--- config.mk ---
export PLATFORM = sky130hd
export DESIGN_NAME = imem_loader
export DESIGN_NICKNAME = d
export VERILOG_FILES = /design/src/rtl/imem_loader.sv
export SDC_FILE = /design/constraint.sdc
export NUM_CORES = 1
export LEC_CHECK = 0
export ABC_AREA = 1
export ABC_CLOCK_PERIOD_IN_PS = 1880
export BUFFER_PORTS_ARGS = -buffer_cell sky130_fd_sc_hd__buf_4
export CORE_AREA = 2 2 97 137
export CTS_CLUSTER_DIAMETER = 120
export DETAILED_ROUTE_END_ITERATION = 10
export DIE_AREA = 0 0 99 139
export GPL_TIMING_DRIVEN = 0
export PLACE_DENSITY = 0.64
export SLEW_MARGIN = 20
export SYNTH_ARGS = -nofsm -noshare
export SYNTH_HDL_FRONTEND = slang
export SYNTH_SLANG_ARGS = --single-unit
--- constraint.sdc ---
create_clock -name clk -period 1.88 [get_ports clk]
set_input_delay 0.094 -clock clk [delete_from_list [all_inputs] [get_ports clk]]
set_output_delay 0.094 -clock clk [all_outputs]
set_load 0.005 [all_outputs]
--- src/rtl/imem_loader.sv ---
// Byte-stream boot loader: receives a length-prefixed little-endian image,
// writes it word by word into instruction memory and then releases the core.
module imem_loader #(
  parameter int          DEPTH_WORDS = 256,
  parameter logic [31:0] BASE_ADDR   = 32'h0000_0000
) (
  input  logic        clk,
  input  logic        rst,
  input  logic        start,
  input  logic        in_valid,
  input  logic [7:0]  in_data,
  output logic        in_ready,
  output logic        imem_we,
  output logic [31:0] imem_addr,
  output logic [31:0] imem_wdata,
  output logic        core_hold,
  output logic        done,
  output logic        error
);

  localparam int IDX_W = (DEPTH_WORDS > 1) ? $clog2(DEPTH_WORDS) : 1;

  typedef enum logic [2:0] {
    IDLE  = 3'd0,
    LEN0  = 3'd1,
    LEN1  = 3'd2,
    DATA  = 3'd3,
    WRITE = 3'd4,
    DONE  = 3'd5,
    ERR   = 3'd6
  } state_t;

  state_t           state_q, state_d;
  logic [15:0]      len_q, len_d;
  logic [1:0]       byte_idx_q, byte_idx_d;
  logic [IDX_W-1:0] word_idx_q, word_idx_d;
  logic [31:0]      data_q, data_d;
  logic [31:0]      addr_q, addr_d;

  logic        xfer;
  logic [15:0] len_full;
  logic        last_word;

  assign xfer      = in_valid && in_ready;
  assign len_full  = {in_data, len_q[7:0]};
  assign last_word = (32'(word_idx_q) == (32'(len_q) - 32'd1));

  always_ff @(posedge clk or posedge rst) begin
    if (rst) begin
      state_q    <= IDLE;
      len_q      <= '0;
      byte_idx_q <= '0;
      word_idx_q <= '0;
      data_q     <= '0;
      addr_q     <= '0;
    end else begin
      state_q    <= state_d;
      len_q      <= len_d;
      byte_idx_q <= byte_idx_d;
      word_idx_q <= word_idx_d;
      data_q     <= data_d;
      addr_q     <= addr_d;
    end
  end

  // Address is latched on the last byte so it stays stable for the whole WRITE cycle.
  always_comb begin
    state_d    = state_q;
    len_d      = len_q;
    byte_idx_d = byte_idx_q;
    word_idx_d = word_idx_q;
    data_d     = data_q;
    addr_d     = addr_q;

    case (state_q)
      IDLE: begin
        if (start) state_d = LEN0;
      end
      LEN0: begin
        if (xfer) begin
          len_d[7:0] = in_data;
          state_d    = LEN1;
        end
      end
      LEN1: begin
        if (xfer) begin
          len_d = len_full;
          if ((len_full == 16'd0) || ({16'd0, len_full} > 32'(DEPTH_WORDS))) begin
            state_d = ERR;
          end else begin
            state_d    = DATA;
            byte_idx_d = '0;
            word_idx_d = '0;
          end
        end
      end
      DATA: begin
        if (xfer) begin
          data_d[{byte_idx_q, 3'b000} +: 8] = in_data;
          byte_idx_d = byte_idx_q + 2'd1;
          if (byte_idx_q == 2'd3) begin
            state_d = WRITE;
            addr_d  = BASE_ADDR + (32'(word_idx_q) << 2);
          end
        end
      end
      WRITE: begin
        if (last_word) begin
          state_d = DONE;
        end else begin
          word_idx_d = word_idx_q + 1'b1;
          byte_idx_d = '0;
          state_d    = DATA;
        end
      end
      DONE: begin
        if (start) state_d = LEN0;
      end
      ERR: begin
        if (start) state_d = LEN0;
      end
      default: state_d = IDLE;
    endcase
  end

  assign in_ready   = (state_q == LEN0) || (state_q == LEN1) || (state_q == DATA);
  assign imem_we    = (state_q == WRITE);
  assign imem_addr  = addr_q;
  assign imem_wdata = data_q;
  assign core_hold  = (state_q != DONE);
  assign done       = (state_q == DONE);
  assign error      = (state_q == ERR);

endmodule

### After elaboration in Yosys (flattened, before gate mapping)

Index checks and enable logic that the tools add are counted.

| cells by class | value |
|---|---|
| muxes and demuxes | 20 |
| reduce and logical (&&, ||, !) cells | 16 |
| shifts and indexed selects | 2 |
| bitwise gates (word level) | 1 |
| equal/unequal tests | 16 |
| add/subtract/negate cells | 4 |
| magnitude comparators | 1 |

Operators with widths:

| kind | number |
|---|---|
| 32-bit bitwise mux | 1 |
| 8-bit by 32-bit == test with 1-bit output | 1 |
| 8-bit two-way mux | 4 |
| 8-bit one-hot mux with 2 select lines | 2 |
| 8-bit by 7-bit variable shift with 32-bit output, first input constant | 1 |
| 8-bit by 7-bit indexed part select with 32-bit output | 1 |
| 3-bit two-way mux | 7 |
| 16-bit by 1-bit subtractor with 17-bit output, second input constant | 1 |
| 16-bit by 9-bit greater-than comparator with 1-bit output, second input constant | 1 |
| 16-bit zero test | 1 |
| 3-bit one-hot mux with 5 select lines | 1 |
| 2-bit inequality test, second input constant | 6 |
| 5-bit AND reduction | 2 |
| 3-bit == test, second input constant | 3 |
| 8-bit by 1-bit adder with 8-bit output, second input constant | 1 |
| 2-bit two-way mux | 4 |
| 5-bit negator with 7-bit output | 1 |
| 3-bit by 2-bit == test with 1-bit output, second input constant | 2 |
| 2-bit one-hot mux with 3 select lines | 1 |
| 3-bit AND reduction | 2 |
| 2-bit AND reduction | 2 |
| 4-bit AND reduction | 1 |
| 3-bit by 1-bit == test with 1-bit output, second input constant | 1 |
| 3-bit zero test | 1 |
| other kinds (10) | 12 |

| word-level totals | value |
|---|---|
| output and inout bits | 69 |
| register bits | 69 |

### Depth between registers and ports, before layout

| depth | value |
|---|---|
| depth after elaboration | 6 |
| mapped depth | 16 |

### Worst setup path before layout

OpenSTA, ideal clock, no wires.

| path | value |
|---|---|
| path kind | reg2reg |
| start point | reg len_q[0] |
| end point | reg word_idx_q[2] |
| library setup time | 0.117 ns |
| arrival time | 1.759 ns |
| clock period less this slack | 1.876 ns |
| stages on the path, launching flop included | 16 |
| setup slack | 0.004 ns |
| buffers on the path | 2 |
| path through | dfrtp_1 > inv_1 > ha_1 > buf_2 > nand2_4 > nor2_4 > inv_2 > nand2_2 > nand2_2 > nor2_1 > nand2_1 > nor2_2 > nand3_2 > buf_6 > nand4_1 > nand2_1 |

| between the ends | value |
|---|---|
| longest elaborated chain between the ends | 4 |

Ends and longest elaborated chain:

| item | line | source |
|---|---|---|
| from (decl) | 34 | `logic [15:0] len_q, len_d;` |
| from (signal assigned) | 58 | `len_q <= len_d;` |
| 16-bit by 1-bit subtractor with 17-bit output (tied with other cells) | 46 | `assign last_word = (32'(word_idx_q) == (32'(len_q) - 32'd1));` |
| 8-bit by 32-bit == test with 1-bit output or 1-bit logical OR (tied branches) | 46, 88 |  |
| 2-bit inequality test (no source line) | -- |  |
| 4-bit AND reduction (no source line) * | -- |  |
| to (signal assigned) | 60 | `word_idx_q <= word_idx_d;` |
| to (decl) | 36 | `logic [IDX_W-1:0] word_idx_q, word_idx_d;` |

Every way passes the cells marked *; elsewhere a longest branch is shown, timed or not.
A chain may end at the register's enable or synchronous reset.

### Final worst setup path

| path | value |
|---|---|
| start point | reg len_q[1] |
| end point | reg word_idx_q[6] |

Same word-level chain as after synthesis.

==> flow_metrics.env <==
export IMPL_outcome="complete, but fails checks"
export IMPL_failed_checks="negative setup slack"
export IMPL_cts_sinks=69
export IMPL_post_route_min_period_ps=2010
export IMPL_whs_path_depth=3
export IMPL_placed_area_mm2=0.00478
export IMPL_r2r_slack_ps=-130
export IMPL_post_dp_hpwl_um=7920
export IMPL_clkLatencyLatePin_ps=330
export IMPL_yosys_warnings=0
export IMPL_antenna_found_initial=0
export IMPL_rr_startpoint="len_q[1]"
export IMPL_p_leak_nw=2.79
export IMPL_ys_ff_latch=69
export IMPL_min_from="in_data[6]"
export IMPL_reg2reg_depth=15
export IMPL_rows=49
export IMPL_io_buffers=56
export IMPL_syn_inst=541
export IMPL_p_int_mw=4.36
export IMPL_fmax_mhz=497
export IMPL_fillerInstances=1238
export IMPL_p_total_mw=7.28
export IMPL_p_switching_mw=2.92
export IMPL_synth_area_mm2=0.00406
export IMPL_gp_congestion=0.915
export IMPL_vias=3795
export IMPL_switching_share_pct=40.1
export IMPL_ir_worst_vdd_mv=0.619
export IMPL_wl_um=10800
export IMPL_grt_max_degree=53
export IMPL_drc=0
export IMPL_dr_first_iter_drc_count=220
export IMPL_fin_util_pct=42.1
export IMPL_die_w_um=99
export IMPL_h_tree_depth=3
export IMPL_cts_root_buf="clkbuf_16"
export IMPL_end_kind="register"
export IMPL_cp_arrival_ps=2230
export IMPL_fin_crit_sh_pct=107
export IMPL_max_slew_margin_pct=63.1
export IMPL_rsz0062_at_grt="yes"
export IMPL_final_hold_viol_count=0
export IMPL_avgSynthCellArea_um2=7.50
export IMPL_crit_path_max_fanout=5
export IMPL_die_h_um=139
export IMPL_setup_viol=12
export IMPL_area_delta_synth_final_pct=30.6
export IMPL_grt_use_total_pct=15.6
export IMPL_drtPass1Iterations=4
export IMPL_synth_area_leaders="dfrtp_1, nand2_1, o21ai_0, nand3_1, inv_1"
export IMPL_startpoint_type="register"
export IMPL_finClkSkew_ps=7.39
export IMPL_min_path_type="in2reg"
export IMPL_start_util_pct=32.3
export IMPL_cts_max_path_buffers=2
export IMPL_worst_slack_ps=-130
export IMPL_cts_tree="built"
export IMPL_routedWlPerCell_um=13.5
export IMPL_antenna_cells=0
export IMPL_io_pins=81
export IMPL_antenna_left=0
export IMPL_p_seq_share_pct=30.2
export IMPL_min_to="imem_wdata[22]"
export IMPL_grt_first_pass_wirelength_um=17300
export IMPL_coreArea_mm2=0.0126
export IMPL_timing_hold_ws_ps=34.6
export IMPL_synth_distinct_cells=30
export IMPL_pwr_density_cell_mw_per_mm2=1370
export IMPL_worst_r2r_endpoint="word_idx_q[6]"
export IMPL_path_class="reg2reg"
export IMPL_cts_buffers=9
export IMPL_clock_power_share_pct=27.9
export IMPL_maxCapViolCount=0
export IMPL_yosysTopAreaCell="dfrtp_1"
export IMPL_grt_overflow=0
export IMPL_layout_drive_gt1_share_pct=23.2
export IMPL_critPathRequiredTime_ps=2100
export IMPL_finalMaxSlewViolations=0
export IMPL_die_area_mm2=0.0138
export IMPL_synth_top_area_share_pct=42.6
export IMPL_fin_area_mm2=0.00530
export IMPL_power_share_combinational_pct=42.0
export IMPL_preCtsSetupSlack_ps=-444
export IMPL_first_global_vias=3654
export IMPL_tightest_slew_ps=551
export IMPL_drt_vias_per_instance=4.74
export IMPL_finish_net_count=662
export IMPL_path_clk_slew_ps=60
export IMPL_yosysSeqAreaShare_pct=42.6
## how the worst max path moves through the flow
stage          slack [ps]      from  cells after the start            end
2_1_floorplan           4  len_q[0]                     15  word_idx_q[2]
3_3_place_gp         -790       rst                      2   imem_addr[2]
3_5_place_dp         -440  len_q[0]                     12  word_idx_q[4]
4_1_cts              -130  len_q[1]                     15  word_idx_q[6]
5_1_grt              -280  len_q[1]                     15  word_idx_q[1]
6_report             -130  len_q[1]                     15  word_idx_q[6]
## cells by family after synthesis
family | share of synthesized area [%]
other cells | 0.0924
xor+xnor | 2.16
compound gates | 8.98
buf+inv | 11.5
simple gates | 32.3
flops | 42.6
fa+ha+maj | 2.47
## cells in the final DEF (no fill, tap or decap), drive strengths merged, types with 5 or more instances in the layout
cell type,n
nand3b,5
conb,24
buf,96
ha,8
nand3,46
clkbuf,16
inv,58
nand2,156
dfrtp,69
nand4,13
a21oi,11
o21ai,55
xor2,7
nor3,6
nor2,62
## cell usage after synthesis
library cell	number
xor2_1	7
o21a_1	1
nor3_1	5
nor3_4	1
inv_1	57
nand3_2	3
nor2_4	4
nor2_1	50
conb_1	1
buf_4	24
nor2_2	8
ha_1	8
nand4_1	13
o21ai_0	52
dfrtp_1	69
nand3b_1	5
clkbuf_1	5
a21oi_1	11
buf_6	3
o21ai_1	1
buf_2	3
xnor2_1	3
nand2_1	149
a31oi_1	3
nand2_4	1
or2_2	2
nand3_1	43
inv_2	1
o21ai_2	2
nand2_2	6
## state kept, by name, summed over array words and instances (netlist names)
name	count
len_q	16
byte_idx_q	2
word_idx_q	8
imem_wdata	32
state_q	3
imem_addr	8
## area by class of cell
class	count	area, um^2	area share (%)
clock inverter	5	106	2.01
multi-input combinational	402	2010	38.0
buffer	35	254	4.80
tap	153	191	3.61
clock buffer	11	253	4.77
inverter	58	220	4.16
timing repair buffer	67	533	10.1
sequential	69	1730	32.6
## power groups by stage
stage / logic, mW / clock network, mW / registers (mW)
after floorplan: 2.06 / 0 / 2.12
after global placement: 2.71 / 0 / 2.19
after detailed placement: 2.79 / 0 / 2.20
after CTS: 2.93 / 2.05 / 2.18
after global routing: 3.44 / 2.12 / 2.26
final: 3.05 / 2.03 / 2.20
## repair_timing
action	in CTS	in global routing
gates resized for setup	10	12
cloned	0	1
pin swaps	4	7
hold buffers	1	0
setup endpoints to repair	22	34
setup buffers	4	4
endpoints found under the hold margin	17	0
## per-stage QoR
stage	setup TNS (ps)	std cells
after floorplan	0	564
after global placement	-59800	773
after detailed placement	-6670	774
after CTS	-1270	795
after global routing	-3180	800
final	-1240	800
## routing by layer
layer / routed length [um] / global-route usage, %
met1: 4300 / 17.4
met4: 267 / 7.07
met5: 0 / 0
met3: 574 / 3.28
met2: 5620 / 27.8
## worst max-delay path, cell delays in order (launching register included)
cell	delay (ps)
dfrtp_1	410
inv_1	70
ha_1	150
buf_6	130
nand2_4	80
nor2_4	160
inv_2	60
nand2_2	50
nand2_2	50
nor2_2	100
nand2_1	80
nor2_4	170
nand3_4	100
buf_6	150
nand4_1	80
nand2_1	60
No activity file was read; power rests on OpenSTA's default activity.
